## config.mk

```make
export PLATFORM = sky130hd
export DESIGN_NAME = reg_file_2r1w
export DESIGN_NICKNAME = d
export VERILOG_FILES = /design/src/rtl/mips_pkg.sv /design/src/rtl/reg_file_2r1w_read_port.sv /design/src/rtl/reg_file_2r1w.sv
export SDC_FILE = /design/constraint.sdc
export NUM_CORES = 2
export LEC_CHECK = 0
export BUFFER_PORTS_ARGS = -buffer_cell sky130_fd_sc_hd__buf_2
export CORE_ASPECT_RATIO = 0.8
export CORE_MARGIN = 2
export CORE_UTILIZATION = 53
export CTS_CLUSTER_SIZE = 24
export DETAILED_ROUTE_END_ITERATION = 16
export PLACE_DENSITY_LB_ADDON = 0.2
export SYNTH_ARGS = -nofsm -noshare
export SYNTH_HDL_FRONTEND = slang
export SYNTH_SLANG_ARGS = --single-unit
```

## constraint.sdc

```tcl
create_clock -name clk -period 7.69 [get_ports clk]
set_input_delay 2.307 -clock clk [delete_from_list [all_inputs] [get_ports clk]]
set_output_delay 2.307 -clock clk [all_outputs]
set_load 0.01 [all_outputs]
```

## src/rtl/mips_pkg.sv

```systemverilog
// Shared MIPS definitions: datapath width, register address width,
// architecturally special register numbers and common typedefs.
package mips_pkg;

    localparam int DATA_WIDTH     = 32;
    localparam int REG_ADDR_WIDTH = 5;

    // Register number $zero: always reads 0; writes to it are discarded.
    localparam logic [REG_ADDR_WIDTH-1:0] REG_ZERO = 5'd0;
    // Register number $ra: link register written by jal.
    localparam logic [REG_ADDR_WIDTH-1:0] REG_RA   = 5'd31;

    typedef logic [DATA_WIDTH-1:0]     word_t;
    typedef logic [REG_ADDR_WIDTH-1:0] reg_addr_t;

endpackage

```

## src/rtl/reg_file_2r1w_read_port.sv

```systemverilog
// regfile_read_port: one combinational read port of the register file.
// Selects a register from the flattened array, forces register 0 to read
// as zero and, when BYPASS is set, forwards the in-flight write data to
// the output if it targets the same register.
module regfile_read_port
    import mips_pkg::*;
#(
    parameter int DATA_WIDTH = mips_pkg::DATA_WIDTH,
    parameter int ADDR_WIDTH = mips_pkg::REG_ADDR_WIDTH,
    parameter bit BYPASS     = 1'b0
) (
    input  logic [(1<<ADDR_WIDTH)-1:0][DATA_WIDTH-1:0] regs,
    input  logic [ADDR_WIDTH-1:0]                      rd_addr,
    input  logic                                       byp_valid,
    input  logic [ADDR_WIDTH-1:0]                      byp_addr,
    input  logic [DATA_WIDTH-1:0]                      byp_data,
    output logic [DATA_WIDTH-1:0]                      rd_data
);

    // Register 0 wins over everything, then the write-through forward, then the array.
    always_comb begin
        rd_data = regs[rd_addr];
        if (rd_addr == ADDR_WIDTH'(REG_ZERO)) begin
            rd_data = '0;
        end else if (BYPASS && byp_valid && (byp_addr == rd_addr)) begin
            rd_data = byp_data;
        end
    end

endmodule

```

## src/rtl/reg_file_2r1w.sv

```systemverilog
// reg_file_2r1w: MIPS multicycle register file with two read ports, one
// write port, a separate HI/LO pair and a read-only debug port.
// Reads are combinational; writes occur on the rising clock edge.
// Reset (rst) is asynchronous and active low.
// Optional feature macro: REGFILE_BYPASS_EN -- forwards write data to the
// operand read ports and hi_in/lo_in to hi_out/lo_out in the write cycle.
// The debug port is never forwarded.
module reg_file_2r1w
    import mips_pkg::*;
#(
    parameter int DATA_WIDTH = mips_pkg::DATA_WIDTH,
    parameter int ADDR_WIDTH = mips_pkg::REG_ADDR_WIDTH
) (
    input  logic                  clk,
    input  logic                  rst,
    input  logic [ADDR_WIDTH-1:0] rd_addr1,
    input  logic [ADDR_WIDTH-1:0] rd_addr2,
    output logic [DATA_WIDTH-1:0] rd_data1,
    output logic [DATA_WIDTH-1:0] rd_data2,
    input  logic                  wr_en,
    input  logic [ADDR_WIDTH-1:0] wr_addr,
    input  logic [DATA_WIDTH-1:0] wr_data,
    input  logic                  hilo_wr_en,
    input  logic [DATA_WIDTH-1:0] hi_in,
    input  logic [DATA_WIDTH-1:0] lo_in,
    output logic [DATA_WIDTH-1:0] hi_out,
    output logic [DATA_WIDTH-1:0] lo_out,
    input  logic [ADDR_WIDTH-1:0] dbg_addr,
    output logic [DATA_WIDTH-1:0] dbg_data
);

    localparam int DEPTH = 1 << ADDR_WIDTH;

`ifdef REGFILE_BYPASS_EN
    localparam bit BYPASS_EN = 1'b1;
`else
    localparam bit BYPASS_EN = 1'b0;
`endif

    // Registers 1..DEPTH-1 only; register 0 is a constant and has no storage.
    logic [DEPTH-1:1][DATA_WIDTH-1:0] mem;
    logic [DEPTH-1:0][DATA_WIDTH-1:0] regs_flat;
    logic [DATA_WIDTH-1:0]            hi_q;
    logic [DATA_WIDTH-1:0]            lo_q;
    logic                             gp_write;
    logic                             byp_valid;

    assign regs_flat = {mem, {DATA_WIDTH{1'b0}}};

    // A write is effective only for a nonzero destination register.
    assign gp_write  = wr_en && (wr_addr != ADDR_WIDTH'(REG_ZERO));

    // Forwarding is suppressed while reset is held so every output reads 0.
    assign byp_valid = gp_write && rst;

    // General register array: cleared by reset, written on the rising edge.
    always_ff @(posedge clk or negedge rst) begin
        if (!rst) begin
            mem <= '0;
        end else if (gp_write) begin
            mem[wr_addr] <= wr_data;
        end
    end

    // HI/LO pair: written together, independently of the general write port.
    always_ff @(posedge clk or negedge rst) begin
        if (!rst) begin
            hi_q <= '0;
            lo_q <= '0;
        end else if (hilo_wr_en) begin
            hi_q <= hi_in;
            lo_q <= lo_in;
        end
    end

    // HI/LO outputs: stored value, or the incoming value when forwarding is built in.
    always_comb begin
        hi_out = hi_q;
        lo_out = lo_q;
        if (BYPASS_EN && hilo_wr_en && rst) begin
            hi_out = hi_in;
            lo_out = lo_in;
        end
    end

    regfile_read_port #(
        .DATA_WIDTH (DATA_WIDTH),
        .ADDR_WIDTH (ADDR_WIDTH),
        .BYPASS     (BYPASS_EN)
    ) u_port1 (
        .regs      (regs_flat),
        .rd_addr   (rd_addr1),
        .byp_valid (byp_valid),
        .byp_addr  (wr_addr),
        .byp_data  (wr_data),
        .rd_data   (rd_data1)
    );

    regfile_read_port #(
        .DATA_WIDTH (DATA_WIDTH),
        .ADDR_WIDTH (ADDR_WIDTH),
        .BYPASS     (BYPASS_EN)
    ) u_port2 (
        .regs      (regs_flat),
        .rd_addr   (rd_addr2),
        .byp_valid (byp_valid),
        .byp_addr  (wr_addr),
        .byp_data  (wr_data),
        .rd_data   (rd_data2)
    );

    // The debug port always shows the stored array contents.
    regfile_read_port #(
        .DATA_WIDTH (DATA_WIDTH),
        .ADDR_WIDTH (ADDR_WIDTH),
        .BYPASS     (1'b0)
    ) u_dbg (
        .regs      (regs_flat),
        .rd_addr   (dbg_addr),
        .byp_valid (1'b0),
        .byp_addr  ({ADDR_WIDTH{1'b0}}),
        .byp_data  ({DATA_WIDTH{1'b0}}),
        .rd_data   (dbg_data)
    );

    // An unknown write address with the write enabled would corrupt an arbitrary register.
    assert property (@(posedge clk) disable iff (!rst) wr_en |-> !$isunknown(wr_addr))
        else $error("reg_file_2r1w: wr_addr unknown while wr_en is asserted");

endmodule

```

# --- Word-level counts from Yosys, hierarchy flattened ---
# Index checks and enable logic that the tools add are counted.
totals:
  word_cells: 56
  out_inout_bits: 160
  reg_bits: 1056
classes:
  mux: 12
  n_lt_le_gt_ge: 5
  n_reduce_logical: 6
op_table:
  columns: ["op", "n"]
  rows:
  - ["bitwise mux 992 bit", 1]
  - ["binary-select mux 32 bit (select 5 bit)", 3]
  - ["2-to-1 mux 32 bit", 7]
  - ["demux 32 bit (select 5 bit)", 1]
  - ["< comparator 5 x 6 -> 1 bit, second input constant", 4]
  - ["zero test 5 bit", 3]
  - [">= comparator 5 x 1 -> 1 bit, second input constant", 1]
  - ["nonzero test 5 bit", 1]
  - ["logical AND 1 bit", 2]

# --- Depth between registers and ports, before layout ---
logic_depth:
  ltp_word: 5
  mapped_depth: 10

# --- Cells and area by module ---
# A second synthesis with hierarchy kept.
hier_totals:
  hier_cells: 4355
  hier_area_um2: 64610.7
by_module_without_submodules:
  columns: ["module", "area_per_inst_um2", "cells_each", "seq_area_each_um2", "instances"]
  rows:
  - ["reg_file_2r1w", 39506.6, 2363, 26425.3, 1]
  - ["regfile_read_port", 8368.0, 664, 0.0, 3]

# --- Worst setup path before layout ---
# Ideal clock, no wire load.
synth_timing:
  path_kind: "input to output"
  startpoint: "in rd_addr1[0]"
  endpoint: "out rd_data1[8]"
  slack_ps: 1327
  path_stages: 9
  arrival_time_ps: 4056
  path_buffers: 4
  t_required_ps: 5383
  cell_sequence: "buf_2 > buf_6 > buf_6 > buf_2 > mux4_2 > mux2i_1 > nor2_1 > a311oi_1 > o31ai_1"
synth_between:
  elab_chain_len: 3
  word_cells_on_any_way: 4
synth_lines:
  columns: ["element", "line_no", "text"]
  rows:
  - ["start: declaration", "reg_file_2r1w.sv:16", "input logic [ADDR_WIDTH-1:0] rd_addr1,"]
  - ["binary-select mux 32 bit (select 5 bit)", "reg_file_2r1w_read_port.sv:22", "rd_data = regs[rd_addr];"]
  - ["2-to-1 mux 32 bit (implied by the code)", "reg_file_2r1w_read_port.sv:22", null]
  - ["2-to-1 mux 32 bit (*)", "reg_file_2r1w_read_port.sv:23", "if (rd_addr == ADDR_WIDTH'(REG_ZERO)) begin"]
  - ["end: declaration", "reg_file_2r1w.sv:18", "output logic [DATA_WIDTH-1:0] rd_data1,"]
# Mark *: on every way between the ends. The rest lies on a longest branch, timed or not. The select of a mux whose other input is x is not followed.

# --- Final worst setup path ---
layout_timing:
  startpoint: "in rd_addr1[1]"
  endpoint: "out rd_data1[17]"
# Same word-level chain as after synthesis.

==> results_dict.tcl <==
set metrics [dict create \
    avgSynthCellArea_um2 13.6 \
    fillers 9248 \
    h-tree-depth 3 \
    drt_first_pass_iters 6 \
    dr_total_vias 46819 \
    wl_per_cell_um 36.3 \
    hold_path_class "flop to flop" \
    cp-end-kind "primary output" \
    cts_tree "built" \
    outcome "complete, no violations" \
    ctsRootBufferMaster "clkbuf_16" \
    synth_seq_cells 1056 \
    maxCapViolations 0 \
    numPortBuffers 279 \
    synthDistinctLibCells 45 \
    via_per_inst 7.29 \
    post_cts_buffers 0 \
    r2r-start "mem[688]$_DFFE_PN0P_" \
    clock_latency_ns 0.75 \
    routabilityCongestion 0.910 \
    path_delay_family "compound AO/OA/AOI/OAI gates" \
    area_growth_pct 12.2 \
    grt_pass1_vias 46193 \
    slew_violations 0 \
    clock_sinks 1056 \
    pwr-share-seq_pct 43.0 \
    period_share_pct 95.0 \
    post-route-cell-area_um2 71200 \
    cts.clk_slew.worst_paths_ns 0.06 \
    cts_inserted_buffers 111 \
    syn_area_um2 63400 \
    comb_power_share_pct 24.5 \
    placed_area_um2 67300 \
    grtUsageTotal_pct 38.1 \
    slew_headroom_pct 2.09 \
    hold_buffers 0 \
    die_w_um 391 \
    die_area_um2 122000 \
    required_ns 5.38 \
    crit_chain "buf_8, o31ai_4, o32a_1, o221ai_1, buf_2" \
    final-hold-violation-count 0 \
    synth_edf_count 0 \
    pre_cts_ws_ns 0.555 \
    critical_path_arrival_ns 5.00 \
    critPathLaunch "rd_addr1[1]" \
    fin_crit_ns 7.30 \
    grt_antenna_before_repair 34 \
    drive_above_1_share_pct 50.1 \
    start_util_pct 53.4 \
    grt_max_degree 163 \
    rows 113 \
    routed_wl_mm 233 \
    route.detailed.drc 0 \
    dpl.hpwl_mm 141 \
    synthArstFlopShare_pct 100 \
    grt_pass1_wl_mm 336 \
    tightest_slew_ns 1.47 \
    crit_type "input port to primary output" \
    p_leak_nw 30.7 \
    setup_viol 0 \
    rsz0062_at_grt "no" \
    setup_ws_ns 0.386 \
    min_from "lo_out[11]$_DFFE_PN0P_" \
    coreArea_um2 119000 \
    clock_path_buffers 3 \
    crit_path_max_incr_delay_ns 1.28 \
    irDropWorstVdd_mv 0.213 \
    utilization_pct 59.9 \
    max_clock_freq_mhz 137 \
    gr-total-overflow 0 \
    nets 4881 \
    path_buf_inv 2 \
    cts_resized 0 \
    io_pins 280 \
    yosysSeqAreaShare_pct 41.7 \
    synthesis.nets 4777 \
    p_int_mw 12.5 \
    power_switching_mw 5.43 \
    p_sw_share_pct 30.4 \
    first_iter_violations 6447 \
    startpoint_type "input port" \
    finClkSkew_ns 0 \
    fin_tns_setup_ns 0 \
    synthCells 4657 \
    synth_warnings 0 \
    p_clk_share_pct 32.4 \
    crit_path_max_fanout 50 \
    cpMaxStageDelayCell "o31ai_4" \
    synthFlopType "dfrtp_1" \
    final_antenna_net_count 0 \
    die_y_um 313 \
    p_per_area_nw_per_um2 251 \
]
==> cell usage after synthesis (10+ instances only) <==
cell	n	area (um2)
a22oi_1	39	293
o22ai_1	80	500
nand2b_1	11	68.8
buf_4	18	135
nor3_1	55	275
a221oi_1	65	569
clkbuf_1	296	1110
mux2i_1	337	3370
o21ai_0	37	185
mux2_2	1131	12700
nand3_1	36	180
o32a_1	10	100
a211oi_1	72	541
buf_2	109	546
nor2b_1	107	669
dfrtp_1	1056	26400
o221ai_1	11	96.3
buf_1	84	315
a2111oi_0	24	210
mux2_1	10	113
a311oi_1	10	87.6
nor4_1	24	150
nor2_1	87	327
nand2_1	202	758
a21oi_1	104	521
o211ai_1	32	240
mux4_2	554	12500
==> metrics by stage <==
step           power, mW  std cells  hold slack (ns)
2_1_floorplan       10.5       4657            0.488
3_3_place_gp        11.9       6200            0.485
3_5_place_dp        12.0       6200            0.489
4_1_cts             17.8       6404            0.504
5_1_grt             18.6       6407            0.517
6_report            17.9       6418            0.501
==> cell usage in the layout (no fill, tap or decap), types with 7 or more instances in the layout <==
cell type      n
bufinv_16     14
clkbuf_16    112
a221oi_1      65
buf_12        49
clkbuf_1      17
nor2_1        75
diode_2       14
buf_8          9
nand3_1       34
clkinv_2      20
dfrtp_1     1056
a21oi_1      104
a311oi_1      10
a22oi_1       39
nand2_1      187
mux4_2       554
o32a_1        10
o221ai_1      11
a31oi_1        7
buf_4        181
buf_2        265
nor2b_1      100
nand4_1        7
nand2b_2       7
nand2_2       11
mux2_1        10
mux2_2      1131
nor3_1        55
mux2i_1      337
o22ai_1       80
clkbuf_8      21
nor2_4        12
o21ai_0       37
a2111oi_0     24
a211oi_1      72
o211ai_1      32
nor4_1        20
clkinvlp_4    13
==> routing by layer <==
layer / wire [um] / part of all wire (%) / track usage (%)
met1: 90400 / 39 / 52.7
met2: 99400 / 43 / 53.7
met3: 31200 / 13 / 14.3
met4: 11600 / 5.0 / 16.5
met5: 251 / 0.11 / 0
==> worst paths after layout <==
| check | cells past startpoint | slack (ns) | end |
|---|---|---|---|
| setup / recovery | 5 | 0.39 | rd_data1[17] |
| hold / removal | 1 | 0.50 | lo_out[11]$_DFFE_PN0P_ |
| setup reg to reg | 1 | 6.84 | mem[688]$_DFFE_PN0P_ |
| hold reg to reg | 1 | 0.50 | lo_out[11]$_DFFE_PN0P_ |
| max in group asynchronous | 2 | 4.51 | mem[860]$_DFFE_PN0P_ |
| min in group asynchronous | 1 | 1.58 | mem[546]$_DFFE_PN0P_ |
==> kinds of logic (layout without fill, tap and decap cells) <==
family                 count (synthesis)  in the layout  synth area share, %
AO/OA/AOI/OAI                        503            503                 5.51
buffers and inverters                515            710                 3.44
AND/OR/NAND/NOR                      551            551                 4.12
multiplexers                        2032           2032                 45.3
flip-flops                          1056           1056                 41.7
other                                  0             14                    0
==> cell type report <==
| class | count | area, um2 | share of cell area, % |
|---|---|---|---|
| antenna | 14 | 35.0 | 0.0492 |
| tap | 1552 | 1940 | 2.73 |
| clock inverter | 54 | 713 | 1.00 |
| clock buffer | 150 | 3160 | 4.43 |
| multi-input combinational | 3086 | 35100 | 49.3 |
| inverter | 2 | 10.0 | 0.0141 |
| sequential | 1056 | 26400 | 37.1 |
| timing repair buffer | 504 | 3800 | 5.34 |
==> registers in the layout (all words and copies together), names as in the netlist <==
name	count
mem	992
hi_out	32
lo_out	32
==> power by group through the flow <==
stage / Combinational, mW / Clock, mW / Sequential, mW
finish: 4.38 / 5.80 / 7.70
global route: 4.64 / 6.08 / 7.84
CTS: 4.33 / 5.85 / 7.65
detailed placement: 4.31 / 0 / 7.74
global placement: 4.23 / 0 / 7.68
floorplan: 3.17 / 0 / 7.37
(Power assumes the default switching activity.)
